--- src/rtl/mult_arbiter.sv ---
// mult_arbiter: round-robin front end sharing one sequential multiplier between NUM_REQ requesters.
// Define ARB_TIMEOUT_EN to add a WAIT-state watchdog that aborts with resp_err after TIMEOUT cycles.
module mult_arbiter #(
    parameter int NUM_REQ = 4,
    parameter int WIDTH   = 32,
    parameter int TIMEOUT = 40
) (
    input  logic                     Clock,
    input  logic                     Reset,
    input  logic [NUM_REQ-1:0]       req_valid,
    input  logic [NUM_REQ*WIDTH-1:0] req_a,
    input  logic [NUM_REQ*WIDTH-1:0] req_b,
    output logic [NUM_REQ-1:0]       req_accept,
    output logic [NUM_REQ-1:0]       resp_valid,
    output logic [2*WIDTH-1:0]       resp_product,
    output logic                     resp_err,
    input  logic [NUM_REQ-1:0]       resp_ack,
    output logic [WIDTH-1:0]         mul_a,
    output logic [WIDTH-1:0]         mul_b,
    output logic                     mul_valid_data,
    input  logic                     mul_done,
    input  logic [2*WIDTH-1:0]       mul_product,
    output logic                     mul_ack
);
    localparam int PW = NUM_REQ > 1 ? $clog2(NUM_REQ) : 1;
    localparam logic [1:0] IDLE  = 2'd0;
    localparam logic [1:0] ISSUE = 2'd1;
    localparam logic [1:0] WAIT  = 2'd2;
    localparam logic [1:0] RESP  = 2'd3;

    logic [1:0]    state;
    logic [PW-1:0] rr_ptr;
    logic [PW-1:0] owner_id;
    logic [PW-1:0] grant_id;
    logic          hit;
    logic          timed_out;

    function automatic logic [PW-1:0] wrap_add(input logic [PW-1:0] p, input int k);
        int s;
        s = int'(p) + k;
        return PW'(s >= NUM_REQ ? s - NUM_REQ : s);
    endfunction

    // first requesting index at or after rr_ptr, wrapping
    always_comb begin
        hit = 1'b0;
        grant_id = '0;
        for (int k = 0; k < NUM_REQ; k++) begin
            if (!hit && req_valid[wrap_add(rr_ptr, k)]) begin
                hit = 1'b1;
                grant_id = wrap_add(rr_ptr, k);
            end
        end
    end

`ifdef ARB_TIMEOUT_EN
    localparam int CW = $clog2(TIMEOUT + 1);
    logic [CW-1:0] wait_cnt;

    assign timed_out = (state == WAIT) && (wait_cnt == CW'(TIMEOUT - 1));

    always_ff @(posedge Clock) begin
        if (Reset || state != WAIT)
            wait_cnt <= '0;
        else
            wait_cnt <= wait_cnt + 1'b1;
    end

    always_ff @(posedge Clock) begin
        if (Reset)
            resp_err <= 1'b0;
        else if (state == WAIT)
            resp_err <= timed_out && !mul_done;
        else if (state == RESP && resp_ack[owner_id])
            resp_err <= 1'b0;
    end
`else
    assign timed_out = 1'b0;
    assign resp_err  = 1'b0;
`endif

    always_ff @(posedge Clock) begin
        if (Reset) begin
            state          <= IDLE;
            rr_ptr         <= '0;
            owner_id       <= '0;
            mul_a          <= '0;
            mul_b          <= '0;
            req_accept     <= '0;
            resp_valid     <= '0;
            resp_product   <= '0;
            mul_valid_data <= 1'b0;
            mul_ack        <= 1'b0;
        end else begin
            req_accept     <= '0;
            mul_valid_data <= 1'b0;
            mul_ack        <= 1'b0;
            case (state)
                IDLE: if (hit) begin
                    owner_id   <= grant_id;
                    mul_a      <= req_a[grant_id*WIDTH +: WIDTH];
                    mul_b      <= req_b[grant_id*WIDTH +: WIDTH];
                    req_accept <= NUM_REQ'(1) << grant_id;
                    state      <= ISSUE;
                end
                ISSUE: begin
                    mul_valid_data <= 1'b1;
                    state          <= WAIT;
                end
                WAIT: if (mul_done || timed_out) begin
                    resp_product <= mul_done ? mul_product : '0;
                    resp_valid   <= NUM_REQ'(1) << owner_id;
                    mul_ack      <= 1'b1;
                    state        <= RESP;
                end
                default: if (resp_ack[owner_id]) begin
                    resp_valid <= '0;
                    rr_ptr     <= (owner_id == PW'(NUM_REQ - 1)) ? '0 : owner_id + 1'b1;
                    state      <= IDLE;
                end
            endcase
        end
    end
endmodule

--- config.mk ---
export PLATFORM = sky130hd
export DESIGN_NAME = mult_arbiter
export DESIGN_NICKNAME = d
export VERILOG_FILES = /design/src/rtl/mult_arbiter.sv
export SDC_FILE = /design/constraint.sdc
export NUM_CORES = 1
export LEC_CHECK = 0
export CAP_MARGIN = 30
export CELL_PAD_IN_SITES_DETAIL_PLACEMENT = 0
export CELL_PAD_IN_SITES_GLOBAL_PLACEMENT = 2
export CORE_MARGIN = 5
export CORE_UTILIZATION = 20
export CTS_CLUSTER_DIAMETER = 30
export DETAILED_ROUTE_END_ITERATION = 8
export PLACE_DENSITY = 0.88
export SETUP_SLACK_MARGIN = 0.4
export SYNTH_ARGS = -nofsm -noshare
export SYNTH_HDL_FRONTEND = slang
export SYNTH_SLANG_ARGS = --single-unit
--- constraint.sdc ---
create_clock -name Clock -period 3.7 [get_ports Clock]
set_input_delay 0.74 -clock Clock [delete_from_list [all_inputs] [get_ports Clock]]
set_output_delay 0.74 -clock Clock [all_outputs]
set_load 0.02 [all_outputs]
==> flow_metrics.tcl, run 1 <==
set metrics [dict create \
    outcome "completed" \
    yosys_warnings 0 \
    worst_clock_skew_ns 0.0126 \
    place_hpwl_mm 24.1 \
    leakage_nw 4.41 \
    critical_path_class "in2reg" \
    viasPerCell 4.29 \
    setup_viol 0 \
    start_kind "input pin" \
    clockBufferDepth 2 \
    placedCellCount 1604 \
    cp_num_buf_inv 2 \
    worst_hold_slack_ns 0.454 \
    grt_start_max_net_pins 65 \
    row_count 67 \
    die_area_um2 37700 \
    grt_pass1_wl_mm 45.7 \
    crit_arrival_ns 2.98 \
    cts.clk_slew.worst_paths_ns 0.06 \
    hold_buffers 0 \
    antenna_found_initial 2 \
    synth_cells 723 \
    cts.sinks 144 \
    hold_viol 0 \
    drt_iter0_markers 222 \
    netlist_area_um2 6780 \
    max_stage_delay_ns 0.57 \
    min_period_ns 2.62 \
    drv_slew 0 \
    grt-ovfl-total 0 \
    critPathRequiredTime_ns 4.06 \
    layout-drive-gt1-share 0.0892 \
    track_usage 0.157 \
    vdd_drop_max_v 0.000295 \
    wirelength_mm 30.6 \
    synthToLayoutAreaGrowth_pct 86.2 \
    synth.avg_cell_area_um2 9.38 \
    cts.htree.levels 4 \
    clk_latency_ns 0.44 \
    power_mw 6.47 \
    core-area_um2 33500 \
    met1_usage 0.173 \
    layout.cells.non_filler 1638 \
    use_met2 0.272 \
    crit_path_end_kind "flip-flop" \
    busiest_layer "met2" \
    reg2reg_depth 6 \
    dieHeight_um 194 \
    rsz0062_at_grt "false" \
    drc 0 \
    synth_nets 1062 \
    hold_depth 2 \
    cts_made_buffers 17 \
    synth_fa_ha_area_frac 0.0148 \
    wl_per_cell_um 18.7 \
    cts_tree "yes" \
    start_util 0.202 \
    cts_resized 0 \
    dr.pass1.iters 4 \
    synth_compound_area_frac 0.182 \
    cp_slowest_cell "buf_4" \
    synth_top_family_by_area "multiplexers" \
    synth-seq-cells 144 \
    synth_xor_area_frac 0 \
    ant_nets 0 \
    synth-simple-area-share 0.135 \
    max_freq_ghz 0.381 \
    die-width_um 194 \
    ys_types 31 \
    nNetsFinal 1514 \
    met3_usage 0.0707 \
    io_buffers 468 \
    cts_root_buf "clkbuf_16" \
    fin_crit_sh 0.709 \
    grt_pass1_vias 7413 \
    cts_setup_buffers 0 \
    io_pins 470 \
    path_cells "clkdlybuf4s50_1, nor4_1, nand2b_1, nor2b_4, buf_4, nand2_1, o221ai_2" \
    post-route-cell-area_um2 12600 \
    hold_path_class "reg2reg" \
    placed_area_um2 12000 \
    critPathMaxFanout 64 \
    cap_violations 0 \
    place.gp.congestion 0.896 \
    finalSetupTns_ns 0 \
    path_depth 7 \
    ys_seq_area_frac 0.425 \
    dr_total_vias 7020 \
    worstMarginPinSlew_ns 0.769 \
    p_per_area_nw_per_um2 513 \
    maxSlewHeadroom 0.487 \
    cpLargestDelayFamily "simple AND/OR/NAND/NOR gates" \
    synth.area.mux_share 0.195 \
]
## routing by layer
metal	vias up	wire length, um
met5	-	0
met4	0	392
met3	22	2900
met2	303	15300
met1	3223	12000
li1	3472	-
## layout by cell type, fill, tap and decap left out, types with 2 or more instances in the layout
cell type / count
mux2i_1: 130
clkdlybuf4s50_1: 467
buf_12: 7
o221ai_1: 24
o221ai_2: 40
inv_6: 5
ha_1: 8
diode_2: 2
nor4_1: 2
bufinv_16: 2
clkinv_2: 4
clkinv_4: 3
or3_1: 2
a22o_1: 4
inv_1: 7
a21oi_1: 71
buf_4: 17
nor2b_1: 4
clkbuf_16: 17
nor2_1: 13
nand2_1: 200
dfxtp_1: 144
## path summary, 6_finish.rpt
check	startpoint	endpoint	slack (ns)
worst max register to register	rr_ptr[0]	mul_a[15]	1.53
worst max-delay path	req_valid[3]	mul_a[8]	1.08
worst min register to register	resp_product[59]	resp_product[59]	0.45
worst min-delay path	resp_product[59]	resp_product[59]	0.45
## synthesized netlist by cell type
cell type | count | share of area
or3_1 | 2 | 0.0018
buf_4 | 3 | 0.0033
o221ai_1 | 24 | 0.031
conb_1 | 1 | 0.00055
buf_2 | 19 | 0.014
buf_6 | 5 | 0.0083
nor4_1 | 2 | 0.0018
buf_1 | 8 | 0.0044
nor2_1 | 13 | 0.0072
or4_1 | 1 | 0.0011
nand3_1 | 1 | 0.00074
o21ai_1 | 1 | 0.00074
mux2i_1 | 130 | 0.19
nor3_2 | 1 | 0.0015
or4b_4 | 1 | 0.0020
ha_1 | 8 | 0.015
nor3_1 | 1 | 0.00074
nor2b_1 | 5 | 0.0046
a211o_1 | 1 | 0.0013
a2bb2oi_1 | 1 | 0.0013
nand2_1 | 201 | 0.11
a22o_1 | 4 | 0.0052
a21oi_1 | 71 | 0.052
nand2b_1 | 1 | 0.00092
o211ai_2 | 1 | 0.0018
o221ai_2 | 40 | 0.089
clkbuf_1 | 24 | 0.013
mux4_2 | 1 | 0.0033
inv_1 | 7 | 0.0039
and2_1 | 1 | 0.00092
dfxtp_1 | 144 | 0.43
## area by class of cell
| class | count | area (um2) |
|---|---|---|
| multi-input cells | 513 | 3620 |
| repair buffers | 492 | 4950 |
| clock buffers | 17 | 425 |
| inverters | 7 | 26.3 |
| clock inverters | 15 | 158 |
| flip-flops and latches | 144 | 2880 |
| diodes | 2 | 5.00 |
| well taps | 448 | 561 |
| fillers | 3339 | 20900 |
## per-stage QoR
stage / worst slack [ns] / util
6_report: 1.08 / 0.376
4_1_cts: 1.11 / 0.376
5_1_grt: 0.915 / 0.376
3_5_place_dp: 0.619 / 0.359
3_3_place_gp: 0.590 / 0.358
2_1_floorplan: 1.57 / -
## logic make-up after synthesis
family,Yosys count
simple gates,230
flops,144
compound gates,143
mux,131
buf+inv,66
fa+ha+maj,8
other cells,1
## state kept, by name, indices dropped and copies added (netlist names)
signal and flops:
mul_b 32, req_accept 4, state 2, resp_valid 4, mul_valid_data 1, resp_product 64, rr_ptr 2, mul_a 32
owner_id 2, mul_ack 1
## worst reg2reg max path, cell delays in order, from the launching register on
cell and delay, ns:
dfxtp_1 0.38, nor2b_1 0.08, a21oi_1 0.13, a21oi_1 0.14
or4b_4 0.79, buf_4 0.36, o221ai_1 0.20
## report_power, final
part	total (mW)	internal, mW	switching (mW)
logic	2.64	1.29	1.35
registers	2.07	1.88	0.184
clock network	1.76	1.00	0.758
No activity file was read; power rests on OpenSTA's default activity.
==> run 2: changes to the inputs <==
CORE_UTILIZATION = 17   (was 20)
PLACE_DENSITY = 0.8   (was 0.88)
clock period = 2.4 ns   (was 3.7 ns; I/O delays follow)
==> run 2 against run 1 <==
Clock skew fell by 0.0038 ns; cell area rose by 5.4%; via count rose by 2.9%; sequential power rose by 55%; die area rose by 17%; highest routed layer is now met5.
==> flow_metrics.tcl, run 2 (synthesis results as in run 1) <==
set metrics [dict create \
    outcome "completed" \
    start_util 0.171 \
    io_buffers 468 \
    worstMarginPinSlew_ns 0.689 \
    grt_pass1_vias 7466 \
    dr.pass1.iters 4 \
    power_mw 10.5 \
    hold_viol 0 \
    critPathMaxFanout 2 \
    wl_per_cell_um 18.9 \
    cts.htree.levels 4 \
    p_switching_mw 3.67 \
    die_area_um2 44000 \
    max_stage_delay_ns 0.67 \
    dieHeight_um 210 \
    setup_viol 0 \
    fin_crit_sh 0.804 \
    finalSetupTns_ns 0 \
    reg2reg_from "rr_ptr[1]" \
    clk_latency_ns 0.43 \
    grt-ovfl-total 0 \
    dr_total_vias 7226 \
    cts_root_buf "clkbuf_16" \
    grt_pass1_wl_mm 47.2 \
    cap_violations 0 \
    leakage_nw 4.75 \
    cts_made_buffers 17 \
    path_depth 1 \
    seqPwrFrac 0.304 \
    critPathRequiredTime_ns 1.92 \
    critPathLaunch "mul_b[8]" \
    place_hpwl_mm 25.9 \
    vdd_drop_max_v 0.000460 \
    place.gp.congestion 0.885 \
    core-area_um2 39600 \
    mostFrequentLayoutCells "460 x clkdlybuf4s50_1, 200 x nand2_1, 141 x dfxtp_1" \
    crit_arrival_ns 1.45 \
    layout-drive-gt1-share 0.129 \
    min_period_ns 1.93 \
    hold_path_class "reg2reg" \
    critical_path_class "reg2out" \
    power_frac_comb 0.429 \
    io_pins 470 \
    max_freq_ghz 0.518 \
    placedCellCount 1713 \
    path_cells "clkdlybuf4s50_1" \
    drt_iter0_markers 234 \
    rsz0062_at_grt "false" \
    placed_area_um2 12500 \
    cts.sinks 144 \
    row_count 73 \
    top_register "resp_product" \
    start_kind "flip-flop" \
    post-route-cell-area_um2 13300 \
    synthToLayoutAreaGrowth_pct 96.2 \
    track_usage 0.141 \
    crit_end "mul_b[8]" \
    reg2reg_slack_ns 0.52 \
    swShare 0.350 \
    crit_path_end_kind "primary output" \
    cts.clk_slew.worst_paths_ns 0.07 \
    utilization 0.336 \
    cpLargestDelayFamily "buffers and inverters" \
    grt_start_max_net_pins 66 \
    drc 0 \
    p_per_area_nw_per_um2 789 \
    worst_clock_skew_ns 0.00873 \
    wirelength_mm 33.3 \
    fill_cells 4092 \
    clockBufferDepth 2 \
    maxSlewHeadroom 0.540 \
    p_clk_frac 0.267 \
    cp_num_buf_inv 1 \
    drv_slew 0 \
    layout.cells.non_filler 1759 \
    cp_slowest_cell "clkdlybuf4s50_1" \
    largest_reg_flops 64 \
    cts_tree "yes" \
    largestRegisters "resp_product: 64 flops, mul_a: 32 flops, mul_b: 32 flops" \
    viasPerCell 4.11 \
    die-width_um 210 \
    nNetsFinal 1555 \
    antenna_found_initial 7 \
    p_int_mw 6.83 \
    reg2reg_depth 5 \
    ant_nets 0 \
    r2r_end "mul_a[17]" \
    final_common_cell "clkdlybuf4s50_1" \
]
-- run 2: cell count changes in the layout (fill, tap and decap cells not counted), moves of 5 or more --
cell             before  now
buf_12                7   17
buf_4                17   40
clkdlybuf4s50_1     467  460
dlymetal6s2s_1        0    5
mux2i_1             130  125
mux2i_2               0    5
-- run 2: per-stage QoR --
step	setup slack, ns	hold WS [ns]
finish	0.469	0.453
global route	0.402	0.468
CTS	0.396	0.455
detailed placement	-0.156	0.446
global placement	-0.134	0.441
floorplan	0.535	0.459
-- run 2: power groups by stage --
stage	Sequential [mW]	Clock [mW]	Combinational, mW
after floorplan	3.78	0	1.47
after global placement	3.23	0	4.41
after detailed placement	3.25	0	4.43
after CTS	3.20	2.92	4.49
after global routing	3.25	3.00	4.83
final	3.20	2.80	4.51
-- run 2: area by class of cell --
type	instances	area, um2	area share
clock buffer	20	457	0.0343
inverter	7	26.3	0.00198
timing repair buffer	532	5440	0.409
sequential	144	2890	0.217
tap	525	657	0.0494
multi-input combinational	514	3680	0.276
clock inverter	12	148	0.0111
antenna	5	12.5	0.000941
-- run 2: repair_timing --
item                                    in CTS  in global routing
setup buffers                                4                  1
endpoints found under the setup margin      16                 66
resized for setup                            8                 22
cloned                                       0                  4
hold buffers                                 0                  0
pin swaps                                    1                  3
-- run 2: per-layer routing --
layer / global-route usage / routed length, um / up-vias / part of all wire
met3: 0.0523 / 2650 / 23 / 0.080
met1: 0.155 / 13000 / 3340 / 0.39
met4: 0.0520 / 513 / 2 / 0.015
met2: 0.247 / 17100 / 298 / 0.51
met5: 0 / 11 / - / 0.00033
li1: - / - / 3563 / -
-- run 2: worst min path at each step --
stage	start	end	slack, ns	cells past startpoint
2_1_floorplan	rr_ptr[0]	rr_ptr[0]	0.46	2
3_3_place_gp	resp_product[38]	resp_product[38]	0.44	2
3_5_place_dp	resp_product[59]	resp_product[59]	0.45	2
4_1_cts	resp_product[33]	resp_product[33]	0.46	2
5_1_grt	resp_product[17]	resp_product[17]	0.47	2
6_report	resp_product[59]	resp_product[59]	0.45	2
